==> src/rtl/vec_alu_sequencer_if.sv <==
// Command, register-file and ALU-control bundle between the issue stage and vec_alu_sequencer.
// The master side issues commands and stalls; the slave side is the sequencer.
interface vec_alu_sequencer_if #(
  parameter int AW = 8,
  parameter int LW = 5
);
  logic          cmd_valid;
  logic          cmd_ready;
  logic [1:0]    cmd_op;
  logic [AW-1:0] cmd_src_a;
  logic [AW-1:0] cmd_src_b;
  logic [AW-1:0] cmd_dst;
  logic [LW-1:0] cmd_len;
  logic          stall;
  logic          rd_en;
  logic [AW-1:0] rd_addr_a;
  logic [AW-1:0] rd_addr_b;
  logic [1:0]    alu_selec;
  logic          wr_en;
  logic [AW-1:0] wr_addr;
  logic          busy;
  logic          done;

  modport master (
    output cmd_valid, cmd_op, cmd_src_a, cmd_src_b, cmd_dst, cmd_len, stall,
    input  cmd_ready, rd_en, rd_addr_a, rd_addr_b, alu_selec, wr_en, wr_addr, busy, done
  );

  modport slave (
    input  cmd_valid, cmd_op, cmd_src_a, cmd_src_b, cmd_dst, cmd_len, stall,
    output cmd_ready, rd_en, rd_addr_a, rd_addr_b, alu_selec, wr_en, wr_addr, busy, done
  );
endinterface

==> src/rtl/vec_alu_sequencer.sv <==
// Walks one vector ALU command across the register file a group per cycle:
// paired operand reads, ALU op select, and a one-cycle-delayed writeback.
module vec_alu_sequencer #(
  parameter int AW = 8,
  parameter int LW = 5
) (
  input  logic clk,
  input  logic rst_n,
  vec_alu_sequencer_if.slave bus
);

  localparam logic [1:0] S_IDLE  = 2'd0;
  localparam logic [1:0] S_RUN   = 2'd1;
  localparam logic [1:0] S_DRAIN = 2'd2;
  localparam logic [1:0] S_DONE  = 2'd3;

  logic [1:0]    state_reg, state_next;
  logic [1:0]    op_reg;
  logic [AW-1:0] addr_a_reg;
  logic [AW-1:0] addr_b_reg;
  logic [AW-1:0] dst_reg;
  logic [LW-1:0] cnt_reg;
  logic          wr_en_reg;
  logic [AW-1:0] wr_addr_reg;
  logic          accept;
  logic          issue;

  assign accept = bus.cmd_valid && (state_reg == S_IDLE);
  // Read issue follows stall combinationally so a busy port costs exactly one cycle.
  assign issue  = (state_reg == S_RUN) && !bus.stall;

  always_comb begin
    state_next = state_reg;
    case (state_reg)
      S_IDLE: begin
        if (accept) begin
          state_next = (bus.cmd_len == '0) ? S_DONE : S_RUN;
        end
      end
      S_RUN: begin
        if (issue && (cnt_reg == LW'(1))) begin
          state_next = S_DRAIN;
        end
      end
      S_DRAIN: state_next = S_DONE;
      S_DONE:  state_next = S_IDLE;
      default: state_next = S_IDLE;
    endcase
  end

  always_ff @(posedge clk or negedge rst_n) begin
    if (!rst_n) begin
      state_reg   <= S_IDLE;
      op_reg      <= '0;
      addr_a_reg  <= '0;
      addr_b_reg  <= '0;
      dst_reg     <= '0;
      cnt_reg     <= '0;
      wr_en_reg   <= 1'b0;
      wr_addr_reg <= '0;
    end else begin
      state_reg <= state_next;
      if (accept) begin
        op_reg     <= bus.cmd_op;
        addr_a_reg <= bus.cmd_src_a;
        addr_b_reg <= bus.cmd_src_b;
        dst_reg    <= bus.cmd_dst;
        cnt_reg    <= bus.cmd_len;
      end else if (issue) begin
        // Address arithmetic wraps naturally at 2^AW.
        addr_a_reg <= addr_a_reg + AW'(1);
        addr_b_reg <= addr_b_reg + AW'(1);
        dst_reg    <= dst_reg + AW'(1);
        cnt_reg    <= cnt_reg - LW'(1);
      end
      // Writeback trails the read by one cycle to line up with register-file read data.
      wr_en_reg <= issue;
      if (issue) begin
        wr_addr_reg <= dst_reg;
      end
    end
  end

  assign bus.cmd_ready = (state_reg == S_IDLE);
  assign bus.busy      = (state_reg != S_IDLE);
  assign bus.done      = (state_reg == S_DONE);
  assign bus.rd_en     = issue;
  assign bus.rd_addr_a = addr_a_reg;
  assign bus.rd_addr_b = addr_b_reg;
  assign bus.alu_selec = op_reg;
  assign bus.wr_en     = wr_en_reg;
  assign bus.wr_addr   = wr_addr_reg;

endmodule

==> src/flat_wrapper.sv <==
// flat-port wrapper written by rule: the top's interface ports become plain ports
module vec_alu_sequencer_flat 
#(
  parameter int AW = 8,
  parameter int LW = 5
)
  (clk, rst_n, bus_cmd_valid, bus_cmd_op, bus_cmd_src_a, bus_cmd_src_b, bus_cmd_dst, bus_cmd_len, bus_stall, bus_cmd_ready, bus_rd_en, bus_rd_addr_a, bus_rd_addr_b, bus_alu_selec, bus_wr_en, bus_wr_addr, bus_busy, bus_done);
  vec_alu_sequencer_if #(.AW(AW), .LW(LW)) bus_i ();
  input  logic clk;
  input  logic rst_n;
  input wire logic [$bits(bus_i.cmd_valid)-1:0] bus_cmd_valid;
  input wire logic [$bits(bus_i.cmd_op)-1:0] bus_cmd_op;
  input wire logic [$bits(bus_i.cmd_src_a)-1:0] bus_cmd_src_a;
  input wire logic [$bits(bus_i.cmd_src_b)-1:0] bus_cmd_src_b;
  input wire logic [$bits(bus_i.cmd_dst)-1:0] bus_cmd_dst;
  input wire logic [$bits(bus_i.cmd_len)-1:0] bus_cmd_len;
  input wire logic [$bits(bus_i.stall)-1:0] bus_stall;
  output wire logic [$bits(bus_i.cmd_ready)-1:0] bus_cmd_ready;
  output wire logic [$bits(bus_i.rd_en)-1:0] bus_rd_en;
  output wire logic [$bits(bus_i.rd_addr_a)-1:0] bus_rd_addr_a;
  output wire logic [$bits(bus_i.rd_addr_b)-1:0] bus_rd_addr_b;
  output wire logic [$bits(bus_i.alu_selec)-1:0] bus_alu_selec;
  output wire logic [$bits(bus_i.wr_en)-1:0] bus_wr_en;
  output wire logic [$bits(bus_i.wr_addr)-1:0] bus_wr_addr;
  output wire logic [$bits(bus_i.busy)-1:0] bus_busy;
  output wire logic [$bits(bus_i.done)-1:0] bus_done;
  assign bus_i.cmd_valid = bus_cmd_valid;
  assign bus_i.cmd_op = bus_cmd_op;
  assign bus_i.cmd_src_a = bus_cmd_src_a;
  assign bus_i.cmd_src_b = bus_cmd_src_b;
  assign bus_i.cmd_dst = bus_cmd_dst;
  assign bus_i.cmd_len = bus_cmd_len;
  assign bus_i.stall = bus_stall;
  assign bus_cmd_ready = bus_i.cmd_ready;
  assign bus_rd_en = bus_i.rd_en;
  assign bus_rd_addr_a = bus_i.rd_addr_a;
  assign bus_rd_addr_b = bus_i.rd_addr_b;
  assign bus_alu_selec = bus_i.alu_selec;
  assign bus_wr_en = bus_i.wr_en;
  assign bus_wr_addr = bus_i.wr_addr;
  assign bus_busy = bus_i.busy;
  assign bus_done = bus_i.done;
  vec_alu_sequencer #(.AW(AW), .LW(LW)) u_core (.clk(clk), .rst_n(rst_n), .bus(bus_i));
endmodule
==> config.mk <==
export PLATFORM = sky130hd
export DESIGN_NAME = vec_alu_sequencer_flat
export DESIGN_NICKNAME = d
export VERILOG_FILES = /design/src/rtl/vec_alu_sequencer_if.sv /design/src/rtl/vec_alu_sequencer.sv /design/src/flat_wrapper.sv
export SDC_FILE = /design/constraint.sdc
export NUM_CORES = 1
export LEC_CHECK = 0
export CORE_UTILIZATION = 45
export DETAILED_ROUTE_END_ITERATION = 8
export GPL_TIMING_DRIVEN = 0
export PLACE_DENSITY = 0.76
export SLEW_MARGIN = 25
export SYNTH_ARGS = -nofsm -noshare
export SYNTH_HDL_FRONTEND = slang
export SYNTH_SLANG_ARGS = --single-unit
==> constraint.sdc <==
create_clock -name clk -period 2.16 [get_ports clk]
set_input_delay 0.324 -clock clk [delete_from_list [all_inputs] [get_ports clk]]
set_output_delay 0.324 -clock clk [all_outputs]
set_load 0.1 [all_outputs]
==> results of run 1 <==
[metal layers]
metal	routed length (um)	up-vias
li1	-	990
met1	2540	998
met2	2580	67
met3	326	8
met4	67	0
met5	0	-
[timing repair]
item / CTS / global route
cloned: 0 / 0
endpoints found under the setup margin: 18 / 10
endpoints found under the hold margin: 19 / 0
gates resized for setup: 33 / 10
hold buffers: 1 / 0
[worst min path at each step]
stage / start / to / slack [ps] / cells past startpoint
6_report: u_core.bus.wr_addr[5] / u_core.bus.wr_addr[5] / 480 / 2
3_3_place_gp: u_core.bus.wr_addr[6] / u_core.bus.wr_addr[6] / 460 / 2
5_1_grt: u_core.bus.wr_addr[4] / u_core.bus.wr_addr[4] / 510 / 2
4_1_cts: u_core.bus.wr_addr[6] / u_core.bus.wr_addr[6] / 490 / 2
2_1_floorplan: rst_n / u_core.bus.alu_selec[0] / 30 / 0
3_5_place_dp: rst_n / u_core.bus.rd_addr_b[4] / 330 / 1
[cell families (layout without fill, tap and decap cells)]
family,count (synthesis),in the layout,share of synthesized area [%]
simple gates,109,109,25.1
buf+inv,23,96,4.36
xor+xnor,8,8,3.17
mux,3,3,1.41
fa+ha+maj,10,10,5.66
compound gates,47,47,12.7
flops,42,42,47.5
[layout make-up]
| cell class | instances | area (sq um) |
|---|---|---|
| repair buffers | 67 | 696 |
| clock inverters | 3 | 21.3 |
| inverters | 12 | 51.3 |
| plain buffers | 9 | 45.0 |
| multi-input cells | 177 | 1080 |
| clock buffers | 5 | 68.8 |
| flip-flops and latches | 42 | 1050 |
| fillers | 392 | 1630 |
| well taps | 67 | 83.8 |
[cell usage in the layout, fill, tap and decap left out, types with 3 or more instances in the layout]
| master | netlist | final |
|---|---|---|
| a31oi_1 | 18 | 18 |
| clkbuf_1 | 8 | 7 |
| clkbuf_8 | 0 | 5 |
| clkdlybuf4s50_1 | 0 | 37 |
| dfrtp_1 | 42 | 42 |
| dlygate4sd2_1 | 0 | 16 |
| dlymetal6s2s_1 | 0 | 8 |
| ha_1 | 10 | 9 |
| inv_1 | 11 | 10 |
| nand2_1 | 49 | 49 |
| nand3_1 | 6 | 6 |
| nand3b_1 | 4 | 4 |
| nand4_1 | 4 | 4 |
| nor2_1 | 19 | 19 |
| o211ai_1 | 3 | 3 |
| o21ai_0 | 21 | 21 |
| o31ai_1 | 4 | 4 |
| or3_1 | 10 | 10 |
| or4_1 | 7 | 7 |
| xnor2_1 | 6 | 6 |
[per-stage QoR]
stage               utilization (%)  setup WS [ps]  setup TNS (ps)  hold slack (ps)
floorplan                         -           31.8               0             28.4
global placement               62.7          -1050          -18140              463
detailed placement             63.2          -1060           -1130              326
CTS                            65.2           4.59               0              489
global route                   65.5           7.42               0              513
finish                         65.5           40.5               0              482
==> metrics.md, run 1 <==
| Metric | Value |
|---|---|
| Cell count after synthesis | `242` |
| Ranking of synthesized cells by area | `dfrtp_1, nand2_1, ha_1` |
| Final non-filler cell total | `382` |
| Slowest-stage cell, CP | `clkdlybuf4s50_1` |
| GRT Total Usage | `23.3%` |
| Antenna Nets Post-Route | `0` |
| Post-route DRC | `0` |
| Crit-path leading delay family | `buffers and inverters` |
| Worst-Margin Slew | `981 ps` |
| Vias in the first global route | `2,004` |
| Unrepaired setup endpoints after global routing | `false` |
| Share of cells above drive strength 1 | `7.30%` |
| Crit Reg-Reg Endpoint | `u_core.cnt_reg[3]` |
| Crit path kind | `register to output port` |
| Cells after DPL | `375` |
| Critical Path Sink | `bus_alu_selec[1]` |
| Buf/Inv on CP | `1` |
| Top cells by count, synth | `nand2_1, dfrtp_1, o21ai_0` |
| Tcrit/Tclk final | `98.1%` |
| Placed inst area | `2980 sq um` |
| Clock tree from TritonCTS | `yes` |
| Final Skew | `5.76 ps` |
| Die Ht | `72.1 um` |
| Top-area cell type share of the netlist area | `47.5%` |
| M1 GR Usage | `30.7%` |
| Crit path depth | `1` |
| Crit path cell chain | `clkdlybuf4s50_1` |
| Critical-path maximum fanout | `2` |
| Initial Utilization | `46.8%` |
| Die area | `5200 sq um` |
| Rows | `25` |
| Hold crit path type | `register to register` |
| Initial antenna violation count | `0` |
| Final Cell Area | `3090 sq um` |
| Status | `complete, no violations` |
| Final Max Tran Viols | `0` |
| I/O Buffers | `65` |
| Root Driver | `clkbuf_8` |
| Mapped Area | `2210 sq um` |
| Critical Path RT | `1840 ps` |
| Maximum clock rate | `472 MHz` |
| DR pass1 iterations | `4` |
| Grt peak-use layer | `met2` |
| Via count | `2,063` |
| M3 GR Usage | `5.14%` |
| DP Wirelength | `3910 um` |
| CTS buffer count | `5` |
| Max clock buf depth | `2` |
| Slowest stage delay, CP | `1130 ps` |
| Synth cell types | `32` |
| DRT Wirelength | `5510 um` |
| FF-to-FF setup slack | `220 ps` |
| Syn avg cell area | `9.14 sq um` |
| Post-synth top area cell | `dfrtp_1` |
| Post-CTS Setup Bufs | `0` |
| Count leader, synth | `nand2_1` |
| Critical path origin | `u_core.bus.alu_selec[1]` |
| FF-to-FF path depth | `7` |
| Synth Register Bits | `42` |
| Final Hold Viols | `0` |
| Sink Count | `42` |
| DR WL/cell | `14.4 um` |
| Clock transition at path regs | `80 ps` |
| Max_slew headroom | `34.9%` |
| Antenna diodes | `0` |
| Via/cell ratio | `5.40` |
| # IOs | `66` |
| Number of enable flip-flop cells after synthesis | `0` |
| Synthesized net count | `287` |
| Crit end category | `output port` |
| Core footprint | `4720 sq um` |
| H-tree lvl count | `2` |
| Area grow syn2layout | `39.9%` |
| Total congestion overflow | `0` |
| Synth Warn # | `0` |
| Met2 Usage GRT | `37.9%` |
| Routability Congestion | `0.827` |
| Worst-Skew Late Latency | `300 ps` |
| Ys flop type | `dfrtp_1` |
| First-pass GRT wire length | `9300 um` |
| Register area share after synthesis | `47.5%` |
| CP arrival | `1800 ps` |
| Die Span X | `72.1 um` |
| DRT iter0 DRCs | `124` |
| Largest net degree at the start of global routing | `24` |
| Final setup vio count | `0` |
| Layout Nets | `359` |
| Max-cap check violation count | `0` |
| Worst reg2reg path startpoint | `u_core.state_reg[0]` |
| Fin crit period | `2120 ps` |
| Ys async rst share | `100%` |
| Critical Path Start Type | `register` |
Power of run 1 is not shown: default switching activity piles up to over one toggle a cycle in this logic, so the estimate is an artifact.
==> run 2: changes to the inputs <==
--- a/config.mk
+++ b/config.mk
@@ -8,6 +8,7 @@
 export CORE_UTILIZATION = 45
 export DETAILED_ROUTE_END_ITERATION = 8
 export GPL_TIMING_DRIVEN = 0
+export MAX_ROUTING_LAYER = met4
 export PLACE_DENSITY = 0.76
 export SLEW_MARGIN = 25
 export SYNTH_ARGS = -nofsm -noshare
==> metrics.md, run 2 (same netlist as run 1, synthesis figures left out) <==
| Metric | Value |
|---|---|
| Status | `complete, no violations` |
| Initial Utilization | `46.8%` |
| Max clock buf depth | `2` |
| DR pass1 iterations | `4` |
| Area grow syn2layout | `39.9%` |
| Die Span X | `72.1 um` |
| I/O Buffers | `65` |
| Worst-Margin Slew | `980 ps` |
| CP arrival | `1800 ps` |
| Slowest stage delay, CP | `1130 ps` |
| DP Wirelength | `3910 um` |
| Final core utilization | `65.5%` |
| Crit path kind | `register to output port` |
| Worst-Skew Late Latency | `310 ps` |
| Final non-filler cell total | `382` |
| Share of cells above drive strength 1 | `7.30%` |
| DRT iter0 DRCs | `133` |
| Via/cell ratio | `5.43` |
| Multi-input combinational cell area | `1080 sq um` |
| Final WS setup | `40.6 ps` |
| Max-cap check violation count | `0` |
| Critical-path maximum fanout | `2` |
| DRT Wirelength | `5510 um` |
| DR WL/cell | `14.4 um` |
| Critical Path Start Type | `register` |
| Final Cell Area | `3090 sq um` |
| Most frequent cells in the layout | `nand2_1, dfrtp_1, clkdlybuf4s50_1` |
| CTS buffer count | `5` |
| Slowest-stage cell, CP | `clkdlybuf4s50_1` |
| Via count | `2,076` |
| Sequential cell area | `1050 sq um` |
| Tcrit/Tclk final | `98.1%` |
| Fin crit period | `2120 ps` |
| Root Driver | `clkbuf_8` |
| Crit path cell chain | `clkdlybuf4s50_1` |
| Routability Congestion | `0.840` |
| Clock tree from TritonCTS | `yes` |
| Vias in the first global route | `2,002` |
| Layout Nets | `359` |
| Core footprint | `4720 sq um` |
| Final Max Tran Viols | `0` |
| Clock transition at path regs | `80 ps` |
| Cells after DPL | `375` |
| Crit-path leading delay family | `buffers and inverters` |
| Die area | `5200 sq um` |
| Largest net degree at the start of global routing | `24` |
| First-pass GRT wire length | `9290 um` |
| Final Hold Viols | `0` |
| Buf/Inv on CP | `1` |
| Post-route DRC | `0` |
| Unrepaired setup endpoints after global routing | `false` |
| Worst reg2reg path startpoint | `u_core.state_reg[0]` |
| H-tree lvl count | `2` |
| Hold_sp | `u_core.bus.wr_addr[5]` |
| Max_slew headroom | `34.9%` |
| GRT Total Usage | `24.0%` |
| Commonest non-fill, non-tap cell in the layout | `nand2_1` |
| Critical Path RT | `1840 ps` |
| Rows | `25` |
| Die Ht | `72.1 um` |
| Total congestion overflow | `0` |
| DP Worst Slack | `-1060 ps` |
| Crit Reg-Reg Endpoint | `u_core.cnt_reg[3]` |
| Sink Count | `42` |
| Initial antenna violation count | `0` |
| FF-to-FF setup slack | `220 ps` |
| Fillcell total | `392` |
| Antenna Nets Post-Route | `0` |
| FF-to-FF path depth | `6` |
| Final setup vio count | `0` |
| Worst Hold Path EP | `u_core.bus.wr_addr[5]` |
| Crit end category | `output port` |
| Hold crit path type | `register to register` |
| # IOs | `66` |
| Hold depth | `2` |
| Maximum clock rate | `472 MHz` |
| Placed inst area | `2980 sq um` |
| Antenna diodes | `0` |
| Final Skew | `8.23 ps` |
-- run 2: routing by layer --
layer  global-route usage [%]  part of all wire (%)  routed length (um)
met4                     8.06                   1.2                  67
met5                        -                     0                   0
met3                     5.14                   6.0                 330
met2                     37.9                    47                2580
met1                     30.7                    46                2530
-- run 2: stage by stage --
| stage | TNS (ps) | hold WS (ps) |
|---|---|---|
| after floorplan | 0 | 28.4 |
| after global placement | -18140 | 463 |
| after detailed placement | -1130 | 326 |
| after CTS | 0 | 489 |
| after global routing | 0 | 513 |
| final | 0 | 483 |
-- run 2: area by class of cell --
class	count	area share (%)
plain buffers	9	1.46
clock buffers	5	2.22
multi-input cells	177	34.8
repair buffers	67	22.5
well taps	67	2.71
flip-flops and latches	42	34.0
inverters	12	1.66
clock inverters	3	0.688
-- run 2: worst max path at each step --
stage	from	cells past startpoint	end	slack, ps
floorplan	u_core.state_reg[0]	5	u_core.state_reg[0]	30
global placement	bus_stall	6	bus_rd_en	-1050
detailed placement	bus_stall	6	bus_rd_en	-1060
CTS	u_core.state_reg[1]	7	bus_rd_en	5
global route	u_core.bus.wr_addr[6]	1	bus_wr_addr[6]	7
finish	u_core.bus.alu_selec[1]	1	bus_alu_selec[1]	40
-- run 2: repair_timing --
action	4_1_cts	5_1_grt
hold endpoints to repair	19	0
pin swaps	0	0
gates resized for setup	33	10
buffers inserted	0	0
endpoints found under the setup margin	18	10
hold buffers	1	0
-- run 2: worst register-to-register path, stage by stage (launching register included) --
cell      delay [ps]
dfrtp_1          380
inv_1            120
ha_4             200
nand2_1          380
clkbuf_1         520
o211ai_1         180
nand3_1          110
Power of run 2 is left out for the same reason.
==> run 3: changes to the inputs <==
--- a/config.mk
+++ b/config.mk
@@ -5,11 +5,11 @@
 export SDC_FILE = /design/constraint.sdc
 export NUM_CORES = 1
 export LEC_CHECK = 0
-export CORE_UTILIZATION = 45
+export CORE_UTILIZATION = 47
 export DETAILED_ROUTE_END_ITERATION = 8
 export GPL_TIMING_DRIVEN = 0
 export MAX_ROUTING_LAYER = met4
-export PLACE_DENSITY = 0.76
+export PLACE_DENSITY = 0.79
 export SLEW_MARGIN = 25
 export SYNTH_ARGS = -nofsm -noshare
 export SYNTH_HDL_FRONTEND = slang
==> metrics.md, run 3 (same netlist as run 1, synthesis figures left out) <==
| Metric | Value |
|---|---|
| Via count | `2,049` |
| Fin crit period | `2120 ps` |
| Area grow syn2layout | `39.8%` |
| Critical Path Start Type | `register` |
| Total negative slack | `0 ps` |
| Vias in the first global route | `2,075` |
| Crit path kind | `register to output port` |
| Sink Count | `42` |
| Slowest stage delay, CP | `1140 ps` |
| Die Span X | `70.6 um` |
| Maximum clock rate | `472 MHz` |
| Max clock buf depth | `2` |
| Commonest non-fill, non-tap cell in the layout | `nand2_1` |
| Unrepaired setup endpoints after global routing | `false` |
| Antenna diodes | `0` |
| Crit-path leading delay family | `buffers and inverters` |
| Root Driver | `clkbuf_8` |
| Fillcell total | `359` |
| Final Skew | `8.44 ps` |
| Worst-Skew Late Latency | `290 ps` |
| Crit path depth | `1` |
| First-pass GRT wire length | `9840 um` |
| Max-cap check violation count | `0` |
| Core footprint | `4440 sq um` |
| DP Wirelength | `3890 um` |
| H-tree lvl count | `2` |
| Routability Congestion | `0.851` |
| Critical-path maximum fanout | `2` |
| Post-CTS Setup Bufs | `0` |
| DR pass1 iterations | `6` |
| Crit path cell chain | `clkdlybuf4s50_1` |
| Initial antenna violation count | `0` |
| Worst-Margin Slew | `980 ps` |
| CTS buffer count | `5` |
| Die Ht | `70.6 um` |
| Hold crit path type | `input port to async pin` |
| CP arrival | `1790 ps` |
| Initial Utilization | `49.7%` |
| Failing checks | `DRC, hold timing` |
| # IOs | `66` |
| Final setup vio count | `0` |
| Status | `finished with violations` |
| Clock transition at path regs | `80 ps` |
| Via/cell ratio | `5.57` |
| DRT iter0 DRCs | `117` |
| FF-to-FF path depth | `6` |
| Slowest-stage cell, CP | `clkdlybuf4s50_1` |
| Largest net degree at the start of global routing | `24` |
| Antenna Nets Post-Route | `0` |
| Most frequent cells in the layout | `nand2_1, clkdlybuf4s50_1, dfrtp_1` |
| Hold WS | `-9.32 ps` |
| Final Max Tran Viols | `0` |
| I/O Buffers | `65` |
| Final Hold Viols | `11` |
| DRT Wirelength | `5540 um` |
| Layout Nets | `360` |
| Tcrit/Tclk final | `98.0%` |
| Crit end category | `output port` |
| DR WL/cell | `15.0 um` |
| Share of cells above drive strength 1 | `7.91%` |
| Critical Path RT | `1840 ps` |
| Max_slew headroom | `34.5%` |
| Rows | `24` |
| Post-route DRC | `14` |
| GRT Total Usage | `25.9%` |
| Total congestion overflow | `0` |
| Die area | `4980 sq um` |
| Buf/Inv on CP | `1` |
| Clock tree from TritonCTS | `yes` |
==> run 3: changes by cell type in the layout (fill, tap and decap cells not counted), moves of 2 or more <==
cell and change:
dlymetal6s2s_1 -3, clkdlybuf4s50_1 +5, dlygate4sd2_1 -2, clkinv_2 +2
==> run 3: what timing repair did <==
| action | in CTS | in global routing |
|---|---|---|
| setup endpoints to repair | 16 | 6 |
| resized for setup | 32 | 7 |
| hold endpoints to repair | 0 | 0 |
| hold buffers | 0 | 0 |
| pin swaps | 0 | 0 |
==> run 3: path summary, 6_finish.rpt <==
check,endpoint,from,slack [ps]
worst max-delay path,bus_wr_addr[0],u_core.bus.wr_addr[0],40
worst min-delay path,u_core.bus.rd_addr_b[5],rst_n,-9
worst max register to register,u_core.bus.rd_addr_a[6],u_core.state_reg[0],150
worst min register to register,u_core.bus.alu_selec[0],u_core.bus.alu_selec[0],480
max in group asynchronous,u_core.bus.rd_addr_a[0],rst_n,1680
min in group clk,u_core.bus.alu_selec[0],u_core.bus.alu_selec[0],480
==> run 3: layout make-up <==
type / count / area [sq um] / share of cell area, %
multi-input cells: 177 / 1080 / 34.8
flip-flops and latches: 42 / 1050 / 34.0
repair buffers: 66 / 681 / 22.0
clock buffers: 5 / 68.8 / 2.23
well taps: 52 / 65.1 / 2.10
plain buffers: 11 / 60.1 / 1.94
inverters: 12 / 50.0 / 1.62
clock inverters: 3 / 40.0 / 1.30
==> run 3: stage by stage <==
step	utilization [%]	hold WS (ps)	worst slack (ps)	instances	instance area (sq um)
finish	69.6	-9.32	42.5	368	3090
global route	69.6	9.67	1.34	368	3090
CTS	69.1	1.07	4.81	368	3070
detailed placement	66.7	321	-1070	360	2970
global placement	66.2	461	-1030	359	2940
floorplan	-	28.4	31.8	242	2230
==> run 3: per-layer routing <==
metal  track usage (%)  vias up  wire (um)
li1                  -      992          -
met4              6.00        0         24
met3              5.13        2        397
met1              34.0      974       2510
met5                 -        -          0
met2              42.0       81       2600
Power of run 3 is left out for the same reason.
